<file path="config.mk">
export PLATFORM = sky130hd
export DESIGN_NAME = rgb_pwm_sequencer
export DESIGN_NICKNAME = d
export VERILOG_FILES = /design/src/rtl/rgb_pwm_sequencer.sv
export SDC_FILE = /design/constraint.sdc
export NUM_CORES = 1
export LEC_CHECK = 0
export ABC_AREA = 1
export BUFFER_PORTS_ARGS = -buffer_cell sky130_fd_sc_hd__buf_4
export CORE_ASPECT_RATIO = 0.9
export CORE_MARGIN = 4
export CORE_UTILIZATION = 40
export DETAILED_ROUTE_END_ITERATION = 6
export REMOVE_ABC_BUFFERS = 1
export SETUP_SLACK_MARGIN = 0.2
export SLEW_MARGIN = 20
export SYNTH_ARGS = -nofsm -noshare
export SYNTH_HDL_FRONTEND = slang
export SYNTH_SLANG_ARGS = --single-unit
</file>
<file path="constraint.sdc">
create_clock -name i_clk -period 7.33 [get_ports i_clk]
set_clock_uncertainty 0.2 [all_clocks]
set_input_delay 1.0995 -clock i_clk [delete_from_list [all_inputs] [get_ports i_clk]]
set_output_delay 1.0995 -clock i_clk [all_outputs]
set_load 0.05 [all_outputs]
</file>
<file path="src/rtl/rgb_pwm_sequencer.sv">
// rgb_pwm_sequencer: multi-channel PWM generator with off/static/blink/breathe
// lighting effects. Duty and mode are captured into a shadow on i_load and
// only take effect at a PWM period boundary, so a running period is never cut
// short or stretched. All outputs are registered.

module rgb_pwm_sequencer #(
    parameter int CHANNELS      = 3,
    parameter int PWM_WIDTH     = 8,
    parameter int BLINK_PERIODS = 64,
    parameter int STEP_PERIODS  = 2
) (
    input  logic                            i_clk,
    input  logic                            i_rst,
    input  logic                            i_load,
    input  logic [CHANNELS*PWM_WIDTH-1:0]   i_duty,
    input  logic [1:0]                      i_mode,
    output logic [CHANNELS-1:0]             o_pwm,
    output logic                            o_period_start,
    output logic                            o_pending
);

    localparam int W        = PWM_WIDTH;
    localparam int DW       = CHANNELS * PWM_WIDTH;
    localparam int BLINK_CW = (BLINK_PERIODS > 1) ? $clog2(BLINK_PERIODS) : 1;
    localparam int STEP_CW  = (STEP_PERIODS > 1) ? $clog2(STEP_PERIODS) : 1;

    localparam logic [W-1:0]        CNT_MAX    = '1;
    localparam logic [W-1:0]        CNT_ZERO   = '0;
    localparam logic [W-1:0]        CNT_ONE    = W'(1);
    localparam logic [BLINK_CW-1:0] BLINK_LAST = BLINK_CW'(BLINK_PERIODS - 1);
    localparam logic [BLINK_CW-1:0] BLINK_ZERO = '0;
    localparam logic [BLINK_CW-1:0] BLINK_ONE  = BLINK_CW'(1);
    localparam logic [STEP_CW-1:0]  STEP_LAST  = STEP_CW'(STEP_PERIODS - 1);
    localparam logic [STEP_CW-1:0]  STEP_ZERO  = '0;
    localparam logic [STEP_CW-1:0]  STEP_ONE   = STEP_CW'(1);

    typedef enum logic [1:0] {
        MODE_OFF     = 2'd0,
        MODE_STATIC  = 2'd1,
        MODE_BLINK   = 2'd2,
        MODE_BREATHE = 2'd3
    } mode_e;

    typedef enum logic {
        DIR_UP   = 1'b0,
        DIR_DOWN = 1'b1
    } dir_e;

    // Effective duty of one channel for a given mode and effect state.
    // Breathe uses the full double-width product and keeps the upper half.
    function automatic logic [W-1:0] eff_calc(
        input mode_e        mode,
        input logic [W-1:0] duty,
        input logic         blink_on,
        input logic [W-1:0] scale
    );
        logic [2*W-1:0] prod;
        logic [W-1:0]   res;
        prod = {{W{1'b0}}, duty} * {{W{1'b0}}, scale};
        case (mode)
            MODE_OFF:     res = CNT_ZERO;
            MODE_STATIC:  res = duty;
            MODE_BLINK:   res = blink_on ? duty : CNT_ZERO;
            MODE_BREATHE: res = prod[2*W-1:W];
            default:      res = CNT_ZERO;
        endcase
        return res;
    endfunction

    // Period counter and boundary
    logic [W-1:0]          cnt_r;
    logic                  boundary_s;

    // Shadow (load side)
    logic [DW-1:0]         shadow_duty_r;
    mode_e                 shadow_mode_r;
    logic                  pending_r;
    logic                  pending_nxt_s;

    // Active (committed) settings
    logic [DW-1:0]         duty_r;
    logic [DW-1:0]         duty_nxt_s;
    mode_e                 mode_r;
    mode_e                 mode_nxt_s;
    logic                  commit_s;
    logic                  mode_change_s;

    // Effect state
    logic                  blink_on_r;
    logic                  blink_on_nxt_s;
    logic [BLINK_CW-1:0]   blink_cnt_r;
    logic [BLINK_CW-1:0]   blink_cnt_nxt_s;
    logic [W-1:0]          scale_r;
    logic [W-1:0]          scale_nxt_s;
    dir_e                  dir_r;
    dir_e                  dir_nxt_s;
    logic [STEP_CW-1:0]    step_cnt_r;
    logic [STEP_CW-1:0]    step_cnt_nxt_s;

    // Effective duty and outputs
    logic [DW-1:0]         eff_r;
    logic [DW-1:0]         eff_nxt_s;
    logic [CHANNELS-1:0]   pwm_r;
    logic [CHANNELS-1:0]   pwm_nxt_s;
    logic                  period_start_r;

    assign boundary_s    = (cnt_r == CNT_MAX);
    assign commit_s      = boundary_s & pending_r;
    assign mode_change_s = commit_s & (shadow_mode_r != mode_r);

    // Pending flag: a load always (re)arms it, even on the boundary clock, so
    // a boundary-coincident load waits for the following boundary.
    always_comb begin
        pending_nxt_s = pending_r;
        if (i_load) begin
            pending_nxt_s = 1'b1;
        end else if (boundary_s) begin
            pending_nxt_s = 1'b0;
        end else begin
            pending_nxt_s = pending_r;
        end
    end

    // Commit and effect-state next values; everything here moves only at a boundary.
    always_comb begin
        duty_nxt_s      = duty_r;
        mode_nxt_s      = mode_r;
        blink_on_nxt_s  = blink_on_r;
        blink_cnt_nxt_s = blink_cnt_r;
        scale_nxt_s     = scale_r;
        dir_nxt_s       = dir_r;
        step_cnt_nxt_s  = step_cnt_r;

        if (commit_s) begin
            duty_nxt_s = shadow_duty_r;
            mode_nxt_s = shadow_mode_r;
        end else begin
            duty_nxt_s = duty_r;
            mode_nxt_s = mode_r;
        end

        if (mode_change_s) begin
            // Entering a new mode always starts its effect from the beginning.
            blink_on_nxt_s  = 1'b1;
            blink_cnt_nxt_s = BLINK_ZERO;
            scale_nxt_s     = CNT_ZERO;
            dir_nxt_s       = DIR_UP;
            step_cnt_nxt_s  = STEP_ZERO;
        end else if (boundary_s) begin
            case (mode_nxt_s)
                MODE_BLINK: begin
                    if (blink_cnt_r == BLINK_LAST) begin
                        blink_cnt_nxt_s = BLINK_ZERO;
                        blink_on_nxt_s  = ~blink_on_r;
                    end else begin
                        blink_cnt_nxt_s = blink_cnt_r + BLINK_ONE;
                    end
                end
                MODE_BREATHE: begin
                    if (step_cnt_r == STEP_LAST) begin
                        step_cnt_nxt_s = STEP_ZERO;
                        // Triangle: each endpoint is visited for exactly one step.
                        case (dir_r)
                            DIR_UP: begin
                                scale_nxt_s = scale_r + CNT_ONE;
                                if (scale_r + CNT_ONE == CNT_MAX) begin
                                    dir_nxt_s = DIR_DOWN;
                                end else begin
                                    dir_nxt_s = DIR_UP;
                                end
                            end
                            DIR_DOWN: begin
                                scale_nxt_s = scale_r - CNT_ONE;
                                if (scale_r - CNT_ONE == CNT_ZERO) begin
                                    dir_nxt_s = DIR_UP;
                                end else begin
                                    dir_nxt_s = DIR_DOWN;
                                end
                            end
                            default: begin
                                scale_nxt_s = CNT_ZERO;
                                dir_nxt_s   = DIR_UP;
                            end
                        endcase
                    end else begin
                        step_cnt_nxt_s = step_cnt_r + STEP_ONE;
                    end
                end
                default: begin
                    blink_on_nxt_s = blink_on_r;
                end
            endcase
        end else begin
            blink_on_nxt_s = blink_on_r;
        end
    end

    // Effective duty per channel, computed from the post-boundary settings.
    always_comb begin
        eff_nxt_s = eff_r;
        if (boundary_s) begin
            for (int k = 0; k < CHANNELS; k++) begin
                eff_nxt_s[k*W +: W] = eff_calc(mode_nxt_s, duty_nxt_s[k*W +: W],
                                               blink_on_nxt_s, scale_nxt_s);
            end
        end else begin
            eff_nxt_s = eff_r;
        end
    end

    // PWM compare against the current count; registered on the next edge.
    always_comb begin
        pwm_nxt_s = '0;
        for (int k = 0; k < CHANNELS; k++) begin
            pwm_nxt_s[k] = (cnt_r < eff_r[k*W +: W]);
        end
    end

    // All state registers with synchronous reset.
    always_ff @(posedge i_clk) begin
        if (i_rst) begin
            cnt_r          <= CNT_ZERO;
            shadow_duty_r  <= '0;
            shadow_mode_r  <= MODE_OFF;
            pending_r      <= 1'b0;
            duty_r         <= '0;
            mode_r         <= MODE_OFF;
            blink_on_r     <= 1'b1;
            blink_cnt_r    <= BLINK_ZERO;
            scale_r        <= CNT_ZERO;
            dir_r          <= DIR_UP;
            step_cnt_r     <= STEP_ZERO;
            eff_r          <= '0;
            pwm_r          <= '0;
            period_start_r <= 1'b0;
        end else begin
            cnt_r <= cnt_r + CNT_ONE;
            if (i_load) begin
                shadow_duty_r <= i_duty;
                shadow_mode_r <= mode_e'(i_mode);
            end
            pending_r      <= pending_nxt_s;
            duty_r         <= duty_nxt_s;
            mode_r         <= mode_nxt_s;
            blink_on_r     <= blink_on_nxt_s;
            blink_cnt_r    <= blink_cnt_nxt_s;
            scale_r        <= scale_nxt_s;
            dir_r          <= dir_nxt_s;
            step_cnt_r     <= step_cnt_nxt_s;
            eff_r          <= eff_nxt_s;
            pwm_r          <= pwm_nxt_s;
            period_start_r <= (cnt_r == CNT_ZERO);
        end
    end

    assign o_pwm          = pwm_r;
    assign o_period_start = period_start_r;
    assign o_pending      = pending_r;

endmodule
</file>
==> results.toml, run 1 <==
[power_and_ir_drop]
power_density_mw_per_mm2 = 98.2
vdd_drop_max_mv = 0.116
p_int_mw = 0.901
leakagePower_nw = 6.28
power_mw = 1.22
p_sw_mw = 0.320
p_sw_share_pct = 26.2
seqPwrFrac_pct = 48.9
pwr-share-clk_pct = 45.0
combPwrFrac_pct = 6.0

[place]
place_ws_ns = 0.432
place_congestion = 0.905
dpl.hpwl_um = 24000
io_buffers = 33
place_area_mm2 = 0.0121
dp_cells = 1936

[die]
die_h_um = 167
chipWidth_um = 185
die-area_mm2 = 0.0310
core_area_mm2 = 0.0279
ios = 34
start_util_pct = 40.5
core.rowCount = 58

[setup_path]
slowest_stage = "fa_1"
crit_path_end_kind = "flop"
path_class = "flop to flop"
reg2regPathDepth = 26
rrSetupSlack_ns = 0.56
max_stage_delay_ns = 0.54
cp_common_cell = "fa_1"
worst-path-max-fanout = 29
crit_required_ns = 7.35
cp-start-kind = "flop"
path_buf_inv = 3
cp_top_family = "adder cells"
cp_data_arrival_time_ns = 6.79
path_depth = 26

[worst_hold_path]
min_path_cells = 2
hold_path.class = "flop to flop"

[layout]
area_growth_pct = 10.2
nets = 1853
instances_no_fill = 1957
seq_area_mm2 = 0.00212
fillerInstances = 2919
fin_area_mm2 = 0.0124
postLayoutCoreUtil_pct = 44.6
drive_above_1_share_pct = 9.64
multi_input_area_mm2 = 0.00796
num_antenna_cells = 0

[global_route]
grt_pass1_wl_um = 50300
grt.overflow.total = 0
grt_max_degree = 57
grt_pass1_vias = 9685
antenna_found_initial = 0
grt_usage_pct = 20.5

[clocking]
path_clk_slew_ns = 0.09
h-tree-depth = 3
max-clock-path-buffers = 2
clk_latency_ns = 0.37
clock-root-buffer = "clkbuf_16"
cts_tree = "done"
cts_sinks = 106
cts_made_buffers = 9

[logic_synthesis]
syn-cell-area_mm2 = 0.0113
avgSynthCellArea_um2 = 7.28
seq_area_frac_synth_pct = 18.8
synth_cell_types = 52
ys_ff_latch = 106
netlist_instances = 1551
ys_warn_count = 0

[drt]
drt-total-wl_um = 31400
drt-pass1-iter-count = 7
vias = 9975
drc = 2
ant_nets = 0
wl_per_cell_um = 16.0
viasPerCell = 5.10
first_iter_violations = 638

[status]
outcome = "finished with violations"
violations = "design-rule violations"

[job]
drv_cap = 0

[timing]
rsz0062_at_grt = "true"
hold_slack_ns = 0.269
fin_ws_ns = 0.562
setup_viol = 0
setup_tns_ns = 0
fmax_ghz = 0.148
final_hold_viol_count = 0
worst_pin_slew_ns = 0.798
slew_violations = 0
min_period_over_period_pct = 92.3
min_period_ns = 6.77
slew_headroom_pct = 46.5
state kept, by name, summed over array words and instances (netlist names):
name            count
shadow_mode_r       2
blink_on_r          1
o_period_start      1
step_cnt_r          1
o_pending           1
mode_r              2
cnt_r               8
blink_cnt_r         6
o_pwm               3
dir_r               1
scale_r             8
shadow_duty_r      24
eff_r              24
duty_r             24
worst reg2reg max path, delay by kind of cell, from the launching register on:
kind                     cells  cell delay [ns]
adder cells (fa/ha/maj)      6             2.61
flip-flops                   1             0.44
buffers and inverters        3             0.51
AND/OR/NAND/NOR             10             1.75
AO/OA/AOI/OAI                7             1.12
Yosys cell counts, drive strengths merged:
master | count | share of area, %
o21ai | 86 | 4.0
nand2 | 267 | 9.2
clkbuf | 29 | 0.96
and2 | 2 | 0.11
o211ai | 6 | 0.40
nand3b | 7 | 0.47
a21oi | 71 | 3.2
a211oi | 4 | 0.27
xor2 | 15 | 1.2
a221oi | 4 | 0.31
ha | 127 | 14
nand3 | 63 | 3.1
nor4b | 1 | 0.078
a21o | 4 | 0.27
a31oi | 4 | 0.22
o221a | 1 | 0.10
nor3 | 17 | 0.80
nand4 | 16 | 1.0
buf | 12 | 0.62
clkinv | 4 | 0.14
dfxtp | 106 | 19
nor2 | 279 | 9.9
inv | 273 | 9.1
mux2i | 2 | 0.18
xnor2 | 4 | 0.31
nor3b | 2 | 0.13
o21bai | 4 | 0.27
o21a | 4 | 0.27
a21boi | 3 | 0.20
or2 | 26 | 1.4
fa | 105 | 19
nor4 | 3 | 0.17
power groups by stage:
stage / Clock, mW / Combinational (mW) / Sequential, mW
6_report: 0.550 / 0.0738 / 0.598
5_1_grt: 0.582 / 0.0829 / 0.600
4_1_cts: 0.561 / 0.0750 / 0.598
3_5_place_dp: 0 / 0.0745 / 0.611
3_3_place_gp: 0 / 0.0743 / 0.611
2_1_floorplan: 0 / 0.0294 / 0.618
kinds of logic after synthesis:
family	after synthesis	synth area share [%]
simple gates	683	26.4
buf+inv	318	10.8
fa+ha+maj	232	32.7
compound gates	191	9.56
flops	106	18.8
xor+xnor	19	1.47
mux	2	0.177
timing repair:
action	in CTS	in global routing
setup buffers	0	5
setup endpoints to repair	0	15
gates resized for setup	0	7
hold buffers	0	0
cell usage in the layout, fill, tap and decap left out, drive strengths merged:
cell and count:
nand4 16, o211ai 6, o221a 1, a31oi 4, inv 275, xnor2 4, ha 127, clkinvlp 2
nor4b 1, a221oi 4, a21oi 71, a211oi 4, nor3 17, and2 2, bufinv 1, a21o 4
nand3 63, o21a 4, buf 70, o21ai 86, clkbuf 11, nand2 267, clkinv 5, mux2i 2
nand3b 7, nor4 3, a21boi 3, nor2 279, o21bai 4, xor2 15, fa 105, dfxtp 106
nor3b 2, or2 26
cell type report:
type	instances	share of cell area, %
tap	360	3.62
inverter	277	8.45
timing repair buffer	71	4.27
sequential	106	17.1
multi-input combinational	1127	64.0
clock buffer	10	1.92
clock inverter	6	0.664
path summary, 6_finish.rpt:
kind / startpoint / end
worst max-delay path: cnt_r[1] / eff_r[22]
worst min-delay path: eff_r[5] / eff_r[5]
worst max register to register: cnt_r[1] / eff_r[22]
worst min register to register: eff_r[5] / eff_r[5]
layer usage:
| layer | share of wire (%) | track usage, % | wire (um) |
|---|---|---|---|
| met3 | 7.3 | 5.45 | 2300 |
| met2 | 46 | 33.3 | 14400 |
| met1 | 45 | 27.2 | 14100 |
| met5 | 0 | 0 | 0 |
| met4 | 1.8 | 4.91 | 573 |
Note: power is estimated with default switching activity, not from simulation.
==> run 2: changes to the inputs <==
Settings changed: PLACE_DENSITY_LB_ADDON set to 0.05.
==> run 2 against run 1 <==
Compared with the run above:
- the run now ends clean
- combinational power hardly changed
- die area is the same
- utilization about the same
- non-clock buffer count up 1
- fmax barely moved
- worst hold slack got worse by 0.0026 ns
- routed wire length rose by 6.9%
- via count down 1.3%
- clock power fell by 9.3%
- register-to-register slack is essentially flat
- critical path type unchanged
- largest power group unchanged
==> results.toml, run 2 (synthesis results as in run 1) <==
[status]
outcome = "finished, final reports clean"

[layout]
postLayoutCoreUtil_pct = 44.6
nets = 1854
largestRegisters = "duty_r: 24 flops, eff_r: 24 flops, shadow_duty_r: 24 flops"
num_antenna_cells = 0
multi_input_area_mm2 = 0.00796
fillerInstances = 2941
drive_above_1_share_pct = 9.70
instances_no_fill = 1958
area_growth_pct = 10.1
final_cell_mix = "inv_1 (269), nor2_1 (269), nand2_1 (256)"
seq_area_mm2 = 0.00212

[setup_path]
crit_path_end_kind = "flop"
max_stage_delay_ns = 0.55
cp_top_family = "adder cells"
worst-path-max-fanout = 8
cp_common_cell = "nand2_1"
path_class = "flop to flop"
cp-start-kind = "flop"
crit_required_ns = 7.43
path_buf_inv = 4
cp_data_arrival_time_ns = 6.87
slowest_stage = "fa_1"

[clocking]
cts_hold_buf = 0
h-tree-depth = 3
cts_made_buffers = 9
clk_latency_ns = 0.37
cts_tree = "done"
max-clock-path-buffers = 2
clock-root-buffer = "clkbuf_16"
path_clk_slew_ns = 0.08
cts_sinks = 106

[timing]
slew_violations = 0
setup_tns_ns = 0
fmax_ghz = 0.148
min_period_ns = 6.77
worst_pin_slew_ns = 0.817
final_hold_viol_count = 0
hold_slack_ns = 0.266
setup_viol = 0
slew_headroom_pct = 45.2
min_period_over_period_pct = 92.3
rsz0062_at_grt = "true"

[drt]
first_iter_violations = 467
drt-total-wl_um = 33500
wl_met1_um = 16200
route.met2.wl_um = 15200
ant_nets = 0
highest_layer = "met4"
wl_per_cell_um = 17.1
vias = 9850
drt-pass1-iter-count = 5
route.met3.wl_um = 1450
viasPerCell = 5.03
drc = 0

[power_and_ir_drop]
combPwrFrac_pct = 6.3
vdd_drop_max_mv = 0.107
p_int_mw = 0.856
seqPwrFrac_pct = 51.0
leakagePower_nw = 6.28
power_density_mw_per_mm2 = 94.2
p_sw_share_pct = 26.8
pwr-share-clk_pct = 42.7
p_sw_mw = 0.314
power_mw = 1.17

[global_route]
grt_pass1_wl_um = 55100
grt_pass1_vias = 10186
grt_max_degree = 65
grt_usage_pct = 22.6
antenna_found_initial = 0
grt.overflow.total = 0

[die]
chipWidth_um = 185
die_h_um = 167
core.rowCount = 58
core_area_mm2 = 0.0279
start_util_pct = 40.5
ios = 34
die-area_mm2 = 0.0310

[place]
dpl.hpwl_um = 25700
dp_cells = 1938
io_buffers = 33
place_congestion = 0.874

[worst_hold_path]
hold_path.class = "flop to flop"

[job]
drv_cap = 0
[run 2: cell count changes in the layout (fill, tap and decap cells not counted), sizes merged]
cell	delta
buf	+2
clkbuf	-2
bufinv	-1
clkinvlp	+1
inv	+1
[run 2: area by class of cell]
class / count / share of cell area, %
clock inverter: 7 / 0.483
multi-input combinational: 1127 / 64.1
inverter: 277 / 8.46
timing repair buffer: 72 / 4.45
clock buffer: 9 / 1.81
tap: 360 / 3.63
sequential: 106 / 17.1
[run 2: timing repair]
item / CTS / global route
gates resized for setup: 0 / 9
endpoints found under the setup margin: 0 / 12
setup buffers: 0 / 4
[run 2: power groups by stage]
stage	sequential (mW)	clock [mW]	combinational (mW)
floorplan	0.618	0	0.0294
global placement	0.611	0	0.0744
detailed placement	0.611	0	0.0748
CTS	0.597	0.517	0.0754
global route	0.599	0.540	0.0837
finish	0.597	0.499	0.0739
[run 2: metrics by stage]
| step | setup slack [ns] | cell area (um2) |
|---|---|---|
| final | 0.563 | 12400 |
| after global routing | 0.163 | 12400 |
| after CTS | 0.391 | 12400 |
| after detailed placement | 0.433 | 12100 |
| after global placement | 0.511 | 12100 |
| after floorplan | 1.07 | 11100 |
[run 2: path summary, 6_finish.rpt]
kind / startpoint / slack, ns / cells after the start / to
setup / recovery: cnt_r[1] / 0.56 / 28 / eff_r[20]
hold / removal: shadow_duty_r[8] / 0.27 / 2 / shadow_duty_r[8]
setup reg to reg: cnt_r[1] / 0.56 / 28 / eff_r[20]
hold reg to reg: shadow_duty_r[8] / 0.27 / 2 / shadow_duty_r[8]
[run 2: per-layer routing]
metal	up-vias	track usage, %
li1	4936	-
met1	4687	32.5
met2	192	36.0
met3	35	3.71
met4	0	4.56
met5	-	0
[run 2: worst reg2reg max path: cells and delay by family, from the launching register on]
family,cells,cell delay [ns]
fa+ha+maj,6,2.66
simple gates,13,1.68
compound gates,5,0.91
buf+inv,4,0.84
flops,1,0.43
